**src/rtl/pkt_modport_if.sv**
```systemverilog
// Monitored packet-stream bus (no backpressure): the source drives it as master,
// and the byte counter observes it as slave.
interface pkt_modport_if #(
  parameter int D_WIDTH     = 64,
  parameter int EMPTY_WIDTH = 3
);
  logic [D_WIDTH-1:0]     data;
  logic                   sop;
  logic                   eop;
  logic [EMPTY_WIDTH-1:0] empty;
  logic                   val;
  logic [31:0]            flow_num;

  modport master (output data, sop, eop, empty, val, flow_num);
  modport slave  (input  data, sop, eop, empty, val, flow_num);
endinterface

```
**src/rtl/pkt_modport.sv**
```systemverilog
// Per-flow L1 byte counters (payload plus 24 bytes of IFG/preamble/CRC per packet), a byte total and a cycle counter.
// Macro PKT_MODPORT_SAT_EN makes the counters saturate; without it they wrap.
module pkt_modport #(
  parameter int D_WIDTH     = 64,
  parameter int EMPTY_WIDTH = 3,
  parameter int FLOW_CNT    = 16,
  parameter int CNT_WIDTH   = 64,
  localparam int FLOW_W     = (FLOW_CNT > 1) ? $clog2(FLOW_CNT) : 1
) (
  input  logic                 clk,
  input  logic                 rst,
  pkt_modport_if.slave         pkt,
  input  logic                 clr,
  input  logic [FLOW_W-1:0]    rd_flow,
  output logic [CNT_WIDTH-1:0] rd_bytes,
  output logic [CNT_WIDTH-1:0] tick_cnt,
  output logic [CNT_WIDTH-1:0] total_bytes
);

  localparam int BEAT_BYTES = D_WIDTH / 8;
  localparam int AW = ((CNT_WIDTH > 32) ? CNT_WIDTH : 32) + 1;
  localparam logic [CNT_WIDTH-1:0] CNT_MAX = '1;

  // The addition is one bit wider than either operand, so the carry-out shows the overflow.
  function automatic logic [CNT_WIDTH-1:0] cnt_add(input logic [CNT_WIDTH-1:0] a,
                                                   input logic [31:0] b);
    logic [AW-1:0] s;
    s = AW'(a) + AW'(b);
`ifdef PKT_MODPORT_SAT_EN
    if (s > AW'(CNT_MAX)) return CNT_MAX;
`endif
    return s[CNT_WIDTH-1:0];
  endfunction

  logic [CNT_WIDTH-1:0] byte_cnt_q [FLOW_CNT];
  logic [CNT_WIDTH-1:0] byte_cnt_d [FLOW_CNT];
  logic [CNT_WIDTH-1:0] total_q, total_d;
  logic [CNT_WIDTH-1:0] tick_q, tick_d;
  logic [CNT_WIDTH-1:0] rd_bytes_q, rd_bytes_d;

  logic [31:0]       cur_bytes;
  logic [31:0]       emp_clamp;
  logic              hit;
  logic [FLOW_W-1:0] flow_idx;
  logic              unused_ok;

  assign unused_ok = ^{pkt.data, pkt.sop, pkt.flow_num};

  always_comb begin
    emp_clamp = 32'(pkt.empty);
    if (emp_clamp > 32'(BEAT_BYTES)) emp_clamp = 32'(BEAT_BYTES);
    cur_bytes = '0;
    if (pkt.val) begin
      if (pkt.eop) cur_bytes = 32'(BEAT_BYTES) - emp_clamp + 32'd24;
      else         cur_bytes = 32'(BEAT_BYTES);
    end
    hit      = pkt.val && (pkt.flow_num < 32'(FLOW_CNT));
    flow_idx = pkt.flow_num[FLOW_W-1:0];
  end

  // A clear in the same cycle as a beat restarts every counter from that beat.
  always_comb begin
    for (int i = 0; i < FLOW_CNT; i++) begin
      byte_cnt_d[i] = clr ? '0 : byte_cnt_q[i];
      if (hit && flow_idx == FLOW_W'(i)) byte_cnt_d[i] = cnt_add(byte_cnt_d[i], cur_bytes);
    end
    total_d = cnt_add(clr ? '0 : total_q, hit ? cur_bytes : 32'd0);
    tick_d  = cnt_add(clr ? '0 : tick_q, 32'd1);
    rd_bytes_d = '0;
    if (32'(rd_flow) < 32'(FLOW_CNT)) rd_bytes_d = byte_cnt_q[rd_flow];
  end

  always_ff @(posedge clk or posedge rst) begin
    if (rst) begin
      byte_cnt_q <= '{default: '0};
      total_q    <= '0;
      tick_q     <= '0;
      rd_bytes_q <= '0;
    end else begin
      byte_cnt_q <= byte_cnt_d;
      total_q    <= total_d;
      tick_q     <= tick_d;
      rd_bytes_q <= rd_bytes_d;
    end
  end

  assign rd_bytes    = rd_bytes_q;
  assign tick_cnt    = tick_q;
  assign total_bytes = total_q;

endmodule

```
**src/flat_wrapper.sv**
```systemverilog
// flat-port wrapper written by rule: the top's interface ports become plain ports
module pkt_modport_flat 
#(
  parameter int D_WIDTH     = 64,
  parameter int EMPTY_WIDTH = 3,
  parameter int FLOW_CNT    = 16,
  parameter int CNT_WIDTH   = 64,
  localparam int FLOW_W     = (FLOW_CNT > 1) ? $clog2(FLOW_CNT) : 1
)
  (clk, rst, clr, rd_flow, rd_bytes, tick_cnt, total_bytes, pkt_data, pkt_sop, pkt_eop, pkt_empty, pkt_val, pkt_flow_num);
  pkt_modport_if #(.D_WIDTH(D_WIDTH), .EMPTY_WIDTH(EMPTY_WIDTH)) pkt_i ();
  input  logic clk;
  input  logic rst;
  input  logic clr;
  input  logic [FLOW_W-1:0] rd_flow;
  output logic [CNT_WIDTH-1:0] rd_bytes;
  output logic [CNT_WIDTH-1:0] tick_cnt;
  output logic [CNT_WIDTH-1:0] total_bytes;
  input wire logic [$bits(pkt_i.data)-1:0] pkt_data;
  input wire logic [$bits(pkt_i.sop)-1:0] pkt_sop;
  input wire logic [$bits(pkt_i.eop)-1:0] pkt_eop;
  input wire logic [$bits(pkt_i.empty)-1:0] pkt_empty;
  input wire logic [$bits(pkt_i.val)-1:0] pkt_val;
  input wire logic [$bits(pkt_i.flow_num)-1:0] pkt_flow_num;
  assign pkt_i.data = pkt_data;
  assign pkt_i.sop = pkt_sop;
  assign pkt_i.eop = pkt_eop;
  assign pkt_i.empty = pkt_empty;
  assign pkt_i.val = pkt_val;
  assign pkt_i.flow_num = pkt_flow_num;
  pkt_modport #(.D_WIDTH(D_WIDTH), .EMPTY_WIDTH(EMPTY_WIDTH), .FLOW_CNT(FLOW_CNT), .CNT_WIDTH(CNT_WIDTH)) u_core (.clk(clk), .rst(rst), .pkt(pkt_i), .clr(clr), .rd_flow(rd_flow), .rd_bytes(rd_bytes), .tick_cnt(tick_cnt), .total_bytes(total_bytes));
endmodule
```
**config.mk**
```make
export PLATFORM = sky130hd
export DESIGN_NAME = pkt_modport_flat
export DESIGN_NICKNAME = d
export VERILOG_FILES = /design/src/rtl/pkt_modport_if.sv /design/src/rtl/pkt_modport.sv /design/src/flat_wrapper.sv
export SDC_FILE = /design/constraint.sdc
export NUM_CORES = 2
export LEC_CHECK = 0
export BUFFER_PORTS_ARGS = -buffer_cell sky130_fd_sc_hd__buf_2
export CORE_UTILIZATION = 30
export CTS_BUF_LIST = sky130_fd_sc_hd__clkbuf_4
export CTS_CLUSTER_DIAMETER = 100
export DETAILED_ROUTE_END_ITERATION = 10
export GPL_TIMING_DRIVEN = 0
export PLACE_DENSITY = 0.44
export SLEW_MARGIN = 20
export SYNTH_ARGS = -nofsm -noshare
export SYNTH_HDL_FRONTEND = slang
export SYNTH_SLANG_ARGS = --single-unit
```
**constraint.sdc**
```tcl
create_clock -name clk -period 48.7 [get_ports clk]
set_input_delay 9.74 -clock clk [delete_from_list [all_inputs] [get_ports clk]]
set_output_delay 9.74 -clock clk [all_outputs]
set_load 0.05 [all_outputs]
```
* Word-level counts from Yosys, hierarchy flattened
Index checks and enable logic that the tools add are counted.
** Word-level totals
- Register bits :: 1216
- Input port bits :: 109
- Output and inout bits :: 192
- Word-level logic and storage cells :: 115
** Cells by class
- $add $sub $neg :: 20
- Magnitude comparators :: 2
- Eq/ne operators :: 15
- Mux-type cells :: 40
- Bitwise operators :: 1
- Reductions and logical operators :: 18
** Operators by type and width (number)
- $mux 64 :: 36
- $add 64x32->64 :: 17
- $bmux 64 s4 :: 1
- $mux 32 :: 3
- $add 64x1->64 const B :: 1
- $add 32x5->32 const B :: 1
- $eq 4x4->1 const B :: 8
- $lt 32x5->1 const B :: 1
- $logic_and 1x1->1 :: 17
- $eq 4x3->1 const B :: 4
- $eq 4x2->1 const B :: 2
- $ge 5x5->1 const B :: 1
- $not 4->5 :: 1
- $sub 4x3->5 const A :: 1
- $eq 4x1->1 const B :: 1
- $logic_not 4->1 :: 1

* Depth between registers and ports, before layout
- Depth in word-level cells :: 6
- Depth in mapped cells :: 21
- Gate-level depth less buffers :: 12

* Worst setup path after synthesis
Ideal clock, no wire load.
- Path type :: input to register
- From :: in clr
- To :: reg u_core.byte_cnt_q[826] in the netlist's numbering
- Setup time :: 0.077 ns
- Arrival :: 14.154 ns
- Data required time :: 48.623 ns
- Setup slack :: 34.469 ns
- Stages on the path :: 19
- Buffers on the path :: 10
- Path through :: buf_2 -> buf_2 -> inv_1 -> buf_4 -> buf_2 -> buf_2 -> clkbuf_1 -> clkbuf_1 -> clkbuf_1 -> buf_1 -> nand2_1 -> fa_1 -> nor2b_1 -> o31a_1 -> o311ai_0 -> or4_1 -> clkbuf_1 -> or4_1 -> a21oi_1
** RTL lines
- from (decl) :: line flat_wrapper.sv:14 : input logic clr;
- to (signal assigned) :: line pkt_modport.sv:80 : byte_cnt_q <= byte_cnt_d;
- to (decl) :: line pkt_modport.sv:35 : logic [CNT_WIDTH-1:0] byte_cnt_q [FLOW_CNT];

==> flow_metrics.py <==
metrics = {
    "final_layout": {
        "register_area_sq_um": 30400,
        "post-route-cell-area_sq_um": 86400,
        "fill_cells": 25225,
        "multi_input_area_sq_um": 42300,
        "postLayoutCoreUtil_pct": 35.0,
        "nNetsFinal": 8532,
        "drive_above_1_share_pct": 19.1,
        "area_growth_pct": 15.7,
    },
    "floorplanning": {
        "ios": 301,
        "dieArea_sq_um": 251000,
        "row_count": 182,
        "dieHeight_um": 501,
        "initial_core_util_pct": 30.3,
        "fp.dieW_um": 501,
        "core_sq_um": 247000,
    },
    "sta": {
        "maxSlewHeadroom_pct": 10.7,
        "period_share_pct": 37.9,
        "hold_viol": 0,
        "worst_slew_pin_slew_ns": 1.33,
        "fmax_mhz": 54.2,
        "fin_tns_setup_ns": 0,
        "report.final.slew_viol_count": 0,
        "setup_viol": 0,
        "rsz0062_at_grt": "false",
        "period_needed_ns": 18.43,
        "finalClockSkew_ns": 0.158,
        "holdWs_ns": 0.474,
    },
    "setup_path": {
        "max_stage_delay_ns": 0.99,
        "worst-path-stages": 21,
        "r2r-start": "u_core.byte_cnt_q[448]",
        "reg2reg_to": "u_core.byte_cnt_q[508]",
        "cp.buffers_inverters": 13,
        "path_cells": "buf_2 > buf_2 > buf_2 > inv_1 > buf_4 > buf_2 > buf_2 > clkbuf_2 > clkbuf_2 > clkbuf_2 > buf_2 > nand2_1 > fa_1 > nor2b_1 > o31ai_1 > a21oi_1 > clkbuf_1 > nand3_1 > clkbuf_1 > nor4_1 > xnor2_1",
        "reg2reg_setup_slack_ns": 44.52,
        "endpoint": "u_core.byte_cnt_q[574]",
        "cp.arrival_ns": 19.76,
        "crit_path_max_fanout": 12,
        "worst_r2r_path_depth": 11,
        "crit_type": "input pin to flop",
        "cpLargestDelayFamily": "buffers and inverters",
        "endpoint_kind": "flop",
        "cpMaxStageDelayCell": "buf_2",
        "worstSetupStartpoint": "clr",
        "required_ns": 50.03,
        "cp_common_cell": "buf_2",
        "start_kind": "input pin",
    },
    "yosys": {
        "yosysWarnings": 0,
        "syn-instance-count": 7614,
        "post-synth-top-area-fraction_pct": 40.8,
        "synth.distinct_cells": 76,
        "avgSynthCellArea_sq_um": 9.80,
        "synth_ff_type": "dfrtp_1",
        "synth_most_common_cell": "dfrtp_1",
        "yosys.area.top_type": "dfrtp_1",
        "synth_nets": 7844,
        "ys_ff_latch": 1216,
        "yosysSeqAreaShare_pct": 40.8,
        "synth_edf_count": 0,
        "async_flop_share_pct": 100,
        "synth_area_leaders": "dfrtp_1 41%, mux4_2 9.7%, xnor2_1 6.5%",
        "synth.cells.most_frequent": "1,216 x dfrtp_1, 665 x nor2_1, 653 x nand2_1",
        "syn-cell-area_sq_um": 74600,
    },
    "clock_network": {
        "clk_path_buf_depth": 4,
        "cts_root_buffer": "clkbuf_4",
        "holdBufCountCts": 0,
        "cts_buffers": 387,
        "cts_tree": "built",
        "h-tree-depth": 5,
        "clk_pin_slew_ns": 0.07,
        "ctsResizeCount": 0,
        "clock_sinks": 1216,
        "cts_setup_buffers": 0,
        "clock_latency_ns": 1.49,
    },
    "global_routing": {
        "grt_pass1_wl_um": 508000,
        "antenna_found_initial": 67,
        "grt_max_degree": 101,
        "globalRouteOverflowTotal": 0,
        "grt_pass1_vias": 66120,
        "grt_use_total_pct": 28.7,
    },
    "route": {
        "drt_iter0_drc": 7571,
        "wl_um": 367000,
        "first_pass_iters": 8,
        "drc": 0,
        "vias_per_cell": 5.80,
        "num_vias": 68971,
        "wl_per_cell_um": 30.9,
        "ant_nets": 0,
    },
    "pwr": {
        "cellLeakagePower_nw": 33.9,
        "peakVddDrop_uv": 20.9,
        "power.density_nw_per_um2": 25.5,
    },
    "place": {
        "hpwlAfterDp_um": 281000,
        "numPortBuffers": 231,
        "place_congestion": 1.01,
        "place_area_sq_um": 81700,
    },
    "run": {
        "maxCapViolCount": 0,
    },
    "outcome": {
        "outcome": "finished clean",
    },
    "min_path": {
        "hold_class": "flop to flop",
    },
}
flip-flops by register name, indices dropped and copies added (netlist names):
signal / flops
u_core.total_bytes: 64
u_core.rd_bytes: 64
u_core.byte_cnt_q: 1024
u_core.tick_cnt: 64
power breakdown:
group	internal (mW)	switching, mW
sequential	1.01	0.000544
combinational	0.0350	0.115
clock	0.524	0.520
total	1.57	0.636
cells in the final DEF (no fill, tap or decap), drive strengths merged, types with 70 or more instances in the layout:
cell and instances:
dfrtp 1216, clkbuf 797, nor2 665, nand2 653
xnor2 555, buf 446, nand4 396, nand3 345
mux4 320, nor2b 317, a21oi 286, nor4 259
nor3 220, o21ai 219, inv 185, xor2 182
or3 159, or4 151, and3 128, mux2 105
ha 104, o31ai 103, and4 93, clkinv 70
cells by family after synthesis:
kind of cell             share of synthesized area, %
multiplexers                                     11.4
flip-flops                                       40.8
buffers and inverters                            3.00
AO/OA/AOI/OAI                                    6.97
AND/OR/NAND/NOR                                  27.0
XOR/XNOR                                         8.65
adder cells (fa/ha/maj)                          2.20
final cells by class:
type,count,area share (%)
clock inverters,82,0.401
inverters,175,0.769
clock buffers,558,4.85
plain buffers,386,1.94
multi-input cells,5837,49.0
flip-flops and latches,1216,35.2
well taps,3312,4.80
diodes,23,0.0666
repair buffers,299,2.93
stage by stage:
stage | total power, mW | worst slack, ns | cells
after floorplan | 1.10 | 4.70 | 7614
after global placement | 1.17 | -14.54 | 11157
after detailed placement | 1.18 | 29.11 | 11225
after CTS | 2.23 | 30.60 | 11865
after global routing | 2.29 | 30.45 | 11873
final | 2.21 | 30.27 | 11888
worst min-delay path by stage:
stage,start,to,slack (ns),depth (start not counted)
detailed placement,u_core.byte_cnt_q[1023],u_core.byte_cnt_q[1023],0.46,1
floorplan,u_core.byte_cnt_q[831],u_core.byte_cnt_q[831],0.44,1
global placement,u_core.byte_cnt_q[831],u_core.byte_cnt_q[831],0.46,1
finish,u_core.byte_cnt_q[1023],u_core.byte_cnt_q[1023],0.47,1
CTS,u_core.byte_cnt_q[1023],u_core.byte_cnt_q[1023],0.47,1
global route,u_core.byte_cnt_q[1023],u_core.byte_cnt_q[1023],0.51,1
layer usage:
metal | track usage, % | up-vias | routed length [um]
li1 | - | 29662 | -
met1 | 37.8 | 34829 | 151000
met2 | 44.2 | 3639 | 163000
met3 | 6.58 | 821 | 33400
met4 | 13.9 | 20 | 19500
met5 | 0 | - | 117
worst register-to-register path, stage by stage (launching register included):
cell and delay (ns):
dfrtp_1 0.34, nor2b_1 0.17, ha_1 0.23, inv_1 0.07
fa_1 0.40, nor2b_1 0.16, o31ai_1 0.10, a21oi_1 0.53
clkbuf_1 0.54, nand4_1 0.73, o311ai_0 0.59, o41ai_1 0.15
No activity file was read; power rests on OpenSTA's default activity.
